File: src/rtl/i2s_tx_stereo.sv
// Stereo I2S / left-justified serial transmitter, slave to an external sclk/lrclk pair.
// One sample pair is buffered in a holding register ahead of the frame being shifted out.
module i2s_tx_stereo #(
    parameter int DATA_W = 24,
    parameter int MODE   = 0
) (
    input  logic              i_sclk,
    input  logic              i_rst,
    input  logic              i_lrclk,
    input  logic [DATA_W-1:0] i_l_data,
    input  logic [DATA_W-1:0] i_r_data,
    input  logic              i_in_valid,
    output logic              o_in_ready,
    output logic              o_sdout,
    output logic              o_underrun
);
    localparam int            CW       = $clog2(DATA_W + 1);
    localparam logic [CW-1:0] LAST_CNT = CW'(DATA_W - 1);
    localparam logic [CW-1:0] ONE      = CW'(1);

    typedef enum logic [1:0] {S_SYNC, S_IDLE, S_DELAY, S_SHIFT} state_t;

    state_t            r_state, w_state_nx;
    logic              r_lr_q;
    logic              r_hold_full;
    logic [DATA_W-1:0] r_hold_l, r_hold_r;
    logic [DATA_W-1:0] r_frm_l, r_frm_r;
    logic [DATA_W-1:0] r_shreg, w_shreg_nx;
    logic [CW-1:0]     r_cnt, w_cnt_nx;
    logic              r_sdout, w_sdout_nx;
    logic              r_underrun;

    logic              w_edge, w_left, w_accept;
    logic [DATA_W-1:0] w_load_l, w_load_r, w_edge_word, w_frm_word;

    assign o_in_ready = !r_hold_full;
    assign o_sdout    = r_sdout;
    assign o_underrun = r_underrun;

    assign w_edge   = (r_state != S_SYNC) && (i_lrclk != r_lr_q);
    assign w_left   = w_edge && !i_lrclk;
    assign w_accept = i_in_valid && !r_hold_full;
    assign w_load_l = r_hold_full ? r_hold_l : '0;
    assign w_load_r = r_hold_full ? r_hold_r : '0;

    // Left-justified starts on the edge itself, before frm_l has been updated.
    assign w_edge_word = w_left ? w_load_l : r_frm_r;
    assign w_frm_word  = r_lr_q ? r_frm_r : r_frm_l;

    always_ff @(posedge i_sclk or posedge i_rst) begin
        if (i_rst) begin
            r_lr_q      <= 1'b0;
            r_hold_full <= 1'b0;
            r_hold_l    <= '0;
            r_hold_r    <= '0;
            r_frm_l     <= '0;
            r_frm_r     <= '0;
            r_underrun  <= 1'b0;
        end else begin
            r_lr_q     <= i_lrclk;
            r_underrun <= w_left && !r_hold_full;
            if (w_left) begin
                r_frm_l <= w_load_l;
                r_frm_r <= w_load_r;
            end
            // Accept and clear are exclusive: accept needs an empty buffer, clear a full one.
            if (w_accept) begin
                r_hold_full <= 1'b1;
                r_hold_l    <= i_l_data;
                r_hold_r    <= i_r_data;
            end else if (w_left) begin
                r_hold_full <= 1'b0;
            end
        end
    end

    always_ff @(posedge i_sclk or posedge i_rst) begin
        if (i_rst) begin
            r_state <= S_SYNC;
            r_shreg <= '0;
            r_cnt   <= '0;
            r_sdout <= 1'b0;
        end else begin
            r_state <= w_state_nx;
            r_shreg <= w_shreg_nx;
            r_cnt   <= w_cnt_nx;
            r_sdout <= w_sdout_nx;
        end
    end

    // An lrclk edge always restarts the slot, truncating whatever word was in flight.
    always_comb begin
        w_state_nx = r_state;
        w_sdout_nx = 1'b0;
        w_shreg_nx = r_shreg;
        w_cnt_nx   = r_cnt;
        if (w_edge) begin
            w_cnt_nx = LAST_CNT;
            if (MODE == 1) begin
                w_state_nx = S_SHIFT;
                w_sdout_nx = w_edge_word[DATA_W-1];
                w_shreg_nx = w_edge_word << 1;
            end else begin
                w_state_nx = S_DELAY;
            end
        end else begin
            case (r_state)
                S_SYNC: w_state_nx = S_IDLE;
                S_DELAY: begin
                    w_state_nx = S_SHIFT;
                    w_sdout_nx = w_frm_word[DATA_W-1];
                    w_shreg_nx = w_frm_word << 1;
                end
                S_SHIFT: begin
                    w_sdout_nx = r_shreg[DATA_W-1];
                    w_shreg_nx = r_shreg << 1;
                    w_cnt_nx   = r_cnt - ONE;
                    if (r_cnt == ONE) begin
                        w_state_nx = S_IDLE;
                    end
                end
                default: w_state_nx = r_state;
            endcase
        end
    end
endmodule

File: config.mk
export PLATFORM = sky130hd
export DESIGN_NAME = i2s_tx_stereo
export DESIGN_NICKNAME = d
export VERILOG_FILES = /design/src/rtl/i2s_tx_stereo.sv
export SDC_FILE = /design/constraint.sdc
export NUM_CORES = 1
export LEC_CHECK = 0
export CORE_MARGIN = 2
export CORE_UTILIZATION = 40
export DETAILED_ROUTE_END_ITERATION = 16
export PLACE_DENSITY = 0.68
export SETUP_SLACK_MARGIN = 0.15
export SLEW_MARGIN = 5
export SYNTH_ARGS = -nofsm -noshare
export SYNTH_HDL_FRONTEND = slang
export SYNTH_SLANG_ARGS = --single-unit
File: constraint.sdc
create_clock -name i_sclk -period 5.7 [get_ports i_sclk]
set_input_delay 1.71 -clock i_sclk [delete_from_list [all_inputs] [get_ports i_sclk]]
set_output_delay 1.71 -clock i_sclk [all_outputs]
set_load 0.02 [all_outputs]
==> impl_results.md <==
- Status: complete, no violations
- Synth area leader: dfrtp_1
- Clock H-tree levels: 4
- Combinational fraction of design power: 0.204
- CTS max path bufs: 2
- Layout fillers: 1283
- Cell count along the critical path: 4
- R2R depth: 4
- Share of the synthesized area in the top cell type: 0.560
- Largest net degree at the start of global routing: 79
- Total power draw: 3.03 mW
- Mapped Nets: 539
- Main synth FF type: dfrtp_1
- Post-CTS sizing: 0
- Synthesized area: 5810 um2
- Die area: 15500 um2
- Setup tns final: 0 ns
- DP Cell Count: 694
- DP HPWL: 6700 um
- Worst-path maximum fanout: 25
- Synth warnings: 0
- Pre-antenna DRT Iters: 7
- Fmax: 259 MHz
- Drt total wl: 11000 um
- Worst-margin pin slew: 1.04 ns
- Grt total ovfl: 0
- Sink Count: 130
- Power per cell area: 436 nW/um2
- Routability cong.: 0.758
- Slowest stage delay, CP: 0.86 ns
- CP required: 6.00 ns
- Syn Area/Cell: 12.0 um2
- CTS hold repair buffers: 0
- Hold Violations, Final: 0
- Buffer and inverter count on the worst path: 1
- Remaining DRCs: 0
- Max Slew Vio Count: 0
- Post-route ant nets: 0
- Final worst slack: 1.84 ns
- Final period util: 0.678
- Pint: 2.17 mW
- Synth cell types: 35
- Worst VDD drop: 232 uV
- NetSw: 0.861 mW
- Post-synthesis sequential area ratio: 0.560
- FF/Latch Area: 3250 um2
- Final Core Density: 0.484
- N_diodes: 0
- Placement Setup Slack: 1.41 ns
- GRT Overall Usage: 0.153
- Crit path cell chain: clkdlybuf4s50_1 > xnor2_2 > nand2_2 > mux2_1
- Vias per std cell: 5.08
- Switching part of the total: 0.284
- Post-synthesis async set-or-reset flop share: 1.00
- Mapped Cells: 485
- Hold_ws: 0.486 ns
- Max_cap viols: 0
- Core Area: 14400 um2
- HP Class: register to register
- Most common cell in the synthesized netlist: dfrtp_1
- Critical-path top delay cell: xnor2_2
- CTS tree: yes
- Relative slew margins: 0.301
- Clock skew: 0.00609 ns
- Cell depth of the worst hold path: 1
- Worst-Skew Late Latency: 0.42 ns
- Final setup vio count: 0
- Initial core utilization: 0.405
- Worst-path clk slew: 0.06 ns
- LEAKAGE: 3.11 nW
- Row count: 44
- Share of layout cells above drive strength 1: 0.168
- Drt first-iter violations: 281
- DR vias: 3689
- Yosys reg bits: 130
- Data arrival, critical path: 4.16 ns
- # IOs: 55
- Multi-input logic area: 2150 um2
- Die Wd: 125 um
- Root buf cell: clkbuf_16
- Global-route wire length before repair: 19000 um
- Total CTS buffers: 17
- Fin cells: 726
- Die Span Y: 125 um
- Unrepaired setup endpoints after global routing: false
- Vias in the first global route: 3923
- Placed Area: 6410 um2
- Largest delay share family, worst path: XOR/XNOR gates
- CP endpoint kind: register
- Clock share of power: 0.327
- Cell types occupying the most area after synthesis: dfrtp_1 56%, mux2_2 9.5%, mux2i_1 8.6%, nand2_1 4.8%, o211a_1 3.8%
- # Post-CTS Setup Buffers: 0
- Synth cell count leaders: 130 x dfrtp_1, 74 x nand2_1, 52 x inv_1, 50 x mux2i_1, 49 x mux2_2
- Antenna violations before repair: 0
- Min Tclk post-route: 3.86 ns
- CP startpoint kind: primary input
- Layout area overhead: 19.6%
- Number of flops mapped to enable cells by yosys: 0
- DR WL/cell: 15.1 um
- Nets: 583
- Crit Path Category: primary input to register
- Share of power burned in registers: 0.469
- Post-route cell area: 6950 um2
- IO buf count: 54
## power by group through the flow
stage               logic [mW]  registers (mW)  clock network [mW]
detailed placement       0.624            1.44                   0
CTS                      0.634            1.42                1.02
floorplan                0.518            1.36                   0
global placement         0.598            1.43                   0
finish                   0.619            1.42               0.991
global route             0.701            1.46                1.07
## placed cells by master (no fill, tap or decap), types with 2 or more instances in the layout
master / n
and2_1: 2
buf_4: 5
clkbuf_1: 2
clkbuf_16: 17
clkdlybuf4s50_1: 54
clkinv_2: 8
clkinvlp_4: 3
dfrtp_1: 129
ha_1: 2
inv_1: 51
mux2_2: 49
mux2i_1: 50
nand2_1: 74
nand2_2: 2
nand3_1: 2
nor2_1: 3
o211a_1: 22
o211ai_1: 22
o2bb2ai_1: 22
o41ai_1: 2
xor2_1: 2
## routing by layer
layer  vias up  GRT usage  part of all wire
li1       1747          -                 -
met1      1859      0.201              0.47
met3        15     0.0404             0.039
met2        68      0.237              0.47
met5         -          0                 0
met4         0     0.0701             0.018
## registers in the layout, indices dropped and copies added (netlist names)
signal       cells
o_sdout          1
o_underrun       1
r_cnt            5
r_frm_l         24
r_frm_r         24
r_hold_full      1
r_hold_l        24
r_hold_r        24
r_lr_q           1
r_shreg         23
r_state          2
## worst register-to-register path: stages (launching register included)
cell	delay, ns
dfrtp_1	0.35
buf_4	0.28
xnor2_2	0.89
nand2_2	0.56
mux2_1	0.48
## final cells by class
| type | count | share of cell area |
|---|---|---|
| Clock buffer | 20 | 0.0642 |
| Multi-Input combinational cell | 269 | 0.310 |
| Inverter | 52 | 0.0284 |
| Clock inverter | 12 | 0.0133 |
| Timing Repair Buffer | 59 | 0.0831 |
| Tap cell | 184 | 0.0331 |
| Sequential cell | 130 | 0.468 |
## cells by family (layout without fill, tap and decap cells)
logic type | after synthesis | count (layout) | share of synthesized area
simple gates | 89 | 89 | 0.0648
mux | 100 | 100 | 0.183
compound gates | 74 | 74 | 0.110
fa+ha+maj | 3 | 3 | 0.00603
flops | 130 | 130 | 0.560
buf+inv | 86 | 143 | 0.0708
xor+xnor | 3 | 3 | 0.00581
## path summary, 6_finish.rpt
kind / slack, ns / start / to
min reg2reg: 0.49 / r_shreg[7] / r_shreg[7]
max in group asynchronous: 2.89 / i_rst / r_hold_r[14]
min in group asynchronous: 1.87 / i_rst / r_cnt[0]
max reg2reg: 3.02 / r_lr_q / r_shreg[1]
max: 1.84 / i_lrclk / r_shreg[1]
min: 0.49 / r_shreg[7] / r_shreg[7]
(Power assumes the default switching activity.)
